### config.mk
export PLATFORM = sky130hd
export DESIGN_NAME = i2s_tdm_source
export DESIGN_NICKNAME = d
export VERILOG_FILES = /design/src/rtl/i2s_tdm_source.sv
export SDC_FILE = /design/constraint.sdc
export NUM_CORES = 1
export LEC_CHECK = 0
export BUFFER_PORTS_ARGS = -buffer_cell sky130_fd_sc_hd__clkbuf_2
export CORE_MARGIN = 4
export CORE_UTILIZATION = 59
export DETAILED_ROUTE_END_ITERATION = 6
export PLACE_DENSITY = 0.85
export REMOVE_ABC_BUFFERS = 1
export SYNTH_ARGS = -nofsm -noshare
export SYNTH_HDL_FRONTEND = slang
export SYNTH_SLANG_ARGS = --single-unit
### constraint.sdc
create_clock -name clk -period 3.35 [get_ports clk]
set_input_delay 0.1675 -clock clk [delete_from_list [all_inputs] [get_ports clk]]
set_output_delay 0.1675 -clock clk [all_outputs]
set_load 0.1 [all_outputs]
### src/rtl/i2s_tdm_source.sv
// I2S / left-justified / TDM serial source: parallel multichannel frames in through
// valid/ready, BCK, LRCK and serial data out, with underrun flagging and counting.
module i2s_tdm_source #(
  parameter int WIDTH     = 24,
  parameter int SLOT_BITS = 32,
  parameter int CHANNELS  = 2,
  parameter int CLK_DIV   = 2,
  parameter int MODE      = 0
) (
  input  logic                        clk,
  input  logic                        I2S_RST,
  input  logic                        enable,
  input  logic [CHANNELS*WIDTH-1:0]   s_data,
  input  logic                        s_valid,
  output logic                        s_ready,
  output logic                        bck,
  output logic                        lrck,
  output logic                        sdata,
  output logic                        underrun,
  output logic [7:0]                  underrun_cnt
);

  // Handshake: s_ready is a decode of registered state (plus enable) and never looks
  // at s_valid; a frame is taken on the rising clk edge that ends a cycle with
  // s_ready && s_valid. s_ready with s_valid low is an underrun.

  localparam int FRAME = CHANNELS * SLOT_BITS;
  localparam int BCW   = $clog2(FRAME);
  localparam int DCW   = (CLK_DIV > 1) ? $clog2(CLK_DIV) : 1;
  localparam logic [DCW-1:0] DC_LAST = DCW'(CLK_DIV - 1);
  localparam logic [BCW-1:0] BC_LAST = BCW'(FRAME - 1);
  localparam logic [BCW-1:0] BC_HALF = BCW'(FRAME / 2);

  logic [DCW-1:0]   dc;
  logic [BCW-1:0]   bc;
  logic [BCW-1:0]   bc_next;
  logic [FRAME-1:0] shreg;
  logic [FRAME-1:0] frame_word;
  logic             bck_q;
  logic             lrck_q;
  logic             dly;
  logic             running;
  logic             underrun_q;
  logic [7:0]       cnt;
  logic             active;
  logic             tick;
  logic             fall;
  logic             boundary;
  logic             load;
  logic             stop;

  // The divider keeps running while a frame is in flight even if enable has dropped.
  assign active   = running | enable;
  assign tick     = active && (dc == DC_LAST);
  assign fall     = tick && bck_q;
  assign boundary = fall && (bc == BC_LAST);
  assign load     = boundary && enable;
  assign stop     = boundary && !enable;
  assign bc_next  = (bc == BC_LAST) ? '0 : bc + 1'b1;

  always_comb begin
    frame_word = '0;
    for (int c = 0; c < CHANNELS; c++) begin
      frame_word[FRAME-1-c*SLOT_BITS -: WIDTH] = s_data[c*WIDTH +: WIDTH];
    end
  end

  always_ff @(posedge clk or negedge I2S_RST) begin
    if (!I2S_RST) begin
      dc         <= '0;
      bc         <= BC_LAST;
      bck_q      <= 1'b0;
      lrck_q     <= 1'b0;
      shreg      <= '0;
      dly        <= 1'b0;
      running    <= 1'b0;
      underrun_q <= 1'b0;
      cnt        <= 8'd0;
    end else begin
      underrun_q <= load && !s_valid;
      if (load && !s_valid && (cnt != 8'hFF)) cnt <= cnt + 8'd1;
      if (active) begin
        running <= !stop;
        dc      <= tick ? '0 : dc + 1'b1;
      end
      if (tick) bck_q <= ~bck_q;
      if (fall) begin
        if (stop) begin
          // Park at the frame end with quiet outputs; bc stays at FRAME-1.
          lrck_q <= 1'b0;
          shreg  <= '0;
          dly    <= 1'b0;
        end else begin
          bc     <= bc_next;
          lrck_q <= (bc_next >= BC_HALF);
          dly    <= shreg[FRAME-1];
          if (load) shreg <= s_valid ? frame_word : '0;
          else      shreg <= shreg << 1;
        end
      end
    end
  end

  assign s_ready      = load;
  assign bck          = bck_q;
  assign lrck         = lrck_q;
  assign sdata        = (MODE == 1) ? shreg[FRAME-1] : dly;
  assign underrun     = underrun_q;
  assign underrun_cnt = cnt;

endmodule
==> results.yml <==
outcome:
  status: "complete, no violations"
sta:
  finalCritPeriodShare: 0.681
  fin_crit_ps: 2280
  tns_ps: 0
  max_freq_mhz: 438
  worst_slew_pin_slew_ps: 933
  slew_headroom: 0.378
  slew_viol_final: 0
  final_hold_viol_count: 0
  fin_ws_ps: 1070
  rsz0062_at_grt: "false"
  fin_skew_ps: 12.0
  finalSetupViolCount: 0
global_route:
  grt.total_usage: 0.216
  overflow: 0
  grt_pass1_vias: 2862
  grt_pass1_wl_mm: 12.6
  antenna_found_initial: 0
  grt_max_degree: 77
floorplanning:
  dieArea_mm2: 0.00721
  die_w_um: 84.9
  initial_core_util: 0.622
  fp.dieH_um: 84.9
  rows: 27
  core_area_mm2: 0.00561
  ios: 65
drt:
  first_pass_iters: 4
  viasPerCell: 5.71
  ant_nets: 0
  drt-initial-drc-count: 260
  routedWlPerCell_um: 14.3
  drt_wl_total_mm: 7.38
  vias: 2944
  drcViolationCount: 0
critical_path:
  max_stage_delay_ps: 580
  path_class: "reg2reg"
  crit_start: "bc[0]"
  endpoint_kind: "register"
  cp_data_arrival_time_ps: 2510
  crit_family: "simple AND/OR/NAND/NOR gates"
  worstSetupStartpointType: "register"
  cp_cell_sequence: "ha_1 > nand4_2 > or4_4 > nor3_1 > mux2_2"
  crit_required_ps: 3580
  path_buf_inv: 0
  crit_path_top_delay_cell: "or4_4"
  crit_fanout: 8
  reg2reg_from: "bc[0]"
yosys:
  synth_cell_types: 33
  synth_edf_count: 0
  synthCells: 391
  yosysSeqAreaShare: 0.547
  yosysWarningCount: 0
  synth_ff_type: "dfrtp_1"
  synth_area_mm2: 0.00349
  syn_area_per_cell_um2: 8.92
  ys_seq_elements: 76
  async_flop_share: 1.00
power_and_ir_drop:
  seqPwrFrac: 0.492
  leakage_nw: 1.88
  p_sw_frac: 0.369
  p_per_area_mw_per_mm2: 715
  p_comb_frac: 0.296
  clkPwrFrac: 0.212
  internal_power_mw: 1.80
  ir_drop_mv: 0.561
  power_switching_mw: 1.05
final_layout:
  ff_latch_area_mm2: 0.00191
  insertedDiodeCount: 0
  nets: 493
  area_growth_pct: 14.2
  drive_gt1_frac: 0.214
  fillerInstances: 467
  layout_commonest_cell: "nand2_1"
  multiInputGateArea_mm2: 0.00146
  final_cell_mix: "nand2_1 (75), dfrtp_1 (70), clkbuf_2 (63)"
run:
  cap_viol_max_count: 0
min_path:
  hp-class: "in2reg"
  min-delay-start: "s_data[34]"
place:
  hpwl_mm: 4.49
  portBuffers: 64
  pre_cts_ws_ps: 1090
  place.gp.congestion: 0.719
cts:
  clock-sinks: 76
  clk_latency_ps: 350
  cts_tree: "done"
  clockBufferDepth: 2
  post_cts_resized: 0
  numCtsBuffers: 9
  root_buffer: "clkbuf_8"
  htreeDepth: 3
  path_clk_slew_ps: 80
## final cells by class
| class | instances | share of cell area |
|---|---|---|
| multi-input combinational | 282 | 0.366 |
| sequential | 76 | 0.479 |
| inverter | 2 | 0.00188 |
| clock inverter | 3 | 0.00377 |
| timing repair buffer | 68 | 0.0892 |
| tap | 72 | 0.0226 |
| clock buffer | 13 | 0.0374 |
## through the flow
step | power (mW) | hold slack (ps) | instance area [µm²] | std cells | util
2_1_floorplan | 2.02 | -128 | 3360 | 360 | -
3_3_place_gp | 2.21 | 367 | 3810 | 499 | 0.679
3_5_place_dp | 2.26 | 370 | 3810 | 499 | 0.679
4_1_cts | 2.87 | 54.0 | 3980 | 516 | 0.710
5_1_grt | 3.05 | 57.8 | 3980 | 516 | 0.710
6_report | 2.85 | 60.9 | 3980 | 516 | 0.710
## cell usage after synthesis, drive strengths merged, types with 3 or more instances
cell / n / area, µm²
a31oi: 47 / 294
nor2: 51 / 191
dfrtp: 70 / 1750
xor2: 7 / 61.3
nand3: 52 / 260
nand2: 75 / 282
dfstp: 6 / 158
buf: 3 / 23.8
a21oi: 3 / 15.0
nor3: 5 / 25.0
clkbuf: 28 / 105
mux2: 3 / 33.8
o31ai: 3 / 22.5
o21ai: 15 / 75.1
## worst register-to-register path: stages, from the launching register on
cell and delay (ps):
dfstp_2 560, ha_1 250, nand4_2 180, or4_4 580
nor3_1 240, mux2_2 350
## timing repair
item                      4_1_cts  5_1_grt
hold buffers                    1        0
hold endpoints to repair       21        0
buffers inserted                0        0
## metal layers
layer / track usage / routed length (µm) / vias to the layer above
met5: 0 / 0 / -
met4: 0.0863 / 67 / 0
met3: 0.0456 / 453 / 8
met2: 0.350 / 3590 / 83
met1: 0.285 / 3270 / 1407
li1: - / - / 1446
## sequential cells by signal (all words and copies together) (netlist names)
signal,flops
bc,6
bck,1
dc,1
lrck,1
running,1
sdata,1
shreg,56
underrun,1
underrun_cnt,8
## logic make-up (layout without fill, tap and decap cells)
logic type | count (synthesis) | after routing | synth area share
AO/OA/AOI/OAI | 72 | 72 | 0.130
XOR/XNOR | 9 | 9 | 0.0226
adder cells (fa/ha/maj) | 2 | 2 | 0.00717
buffers and inverters | 33 | 86 | 0.0391
flip-flops | 76 | 76 | 0.547
multiplexers | 3 | 3 | 0.00968
AND/OR/NAND/NOR | 196 | 196 | 0.244
## power groups by stage
stage,registers (mW),clock network (mW),logic (mW)
after floorplan,1.48,0,0.539
after global placement,1.40,0,0.811
after detailed placement,1.41,0,0.843
after CTS,1.40,0.616,0.853
final,1.40,0.603,0.844
after global routing,1.44,0.663,0.952
## path summary, 6_finish.rpt
| check | cells past startpoint | to | slack (ps) |
|---|---|---|---|
| max in group asynchronous | 2 | shreg[16] | 2240 |
| max reg2reg | 5 | underrun_cnt[6] | 1070 |
| min in group asynchronous | 2 | sdata | 500 |
| min | 3 | shreg[18] | 60 |
| max | 5 | underrun_cnt[6] | 1070 |
| min reg2reg | 2 | bc[5] | 480 |
Note: power is estimated with default switching activity, not from simulation.
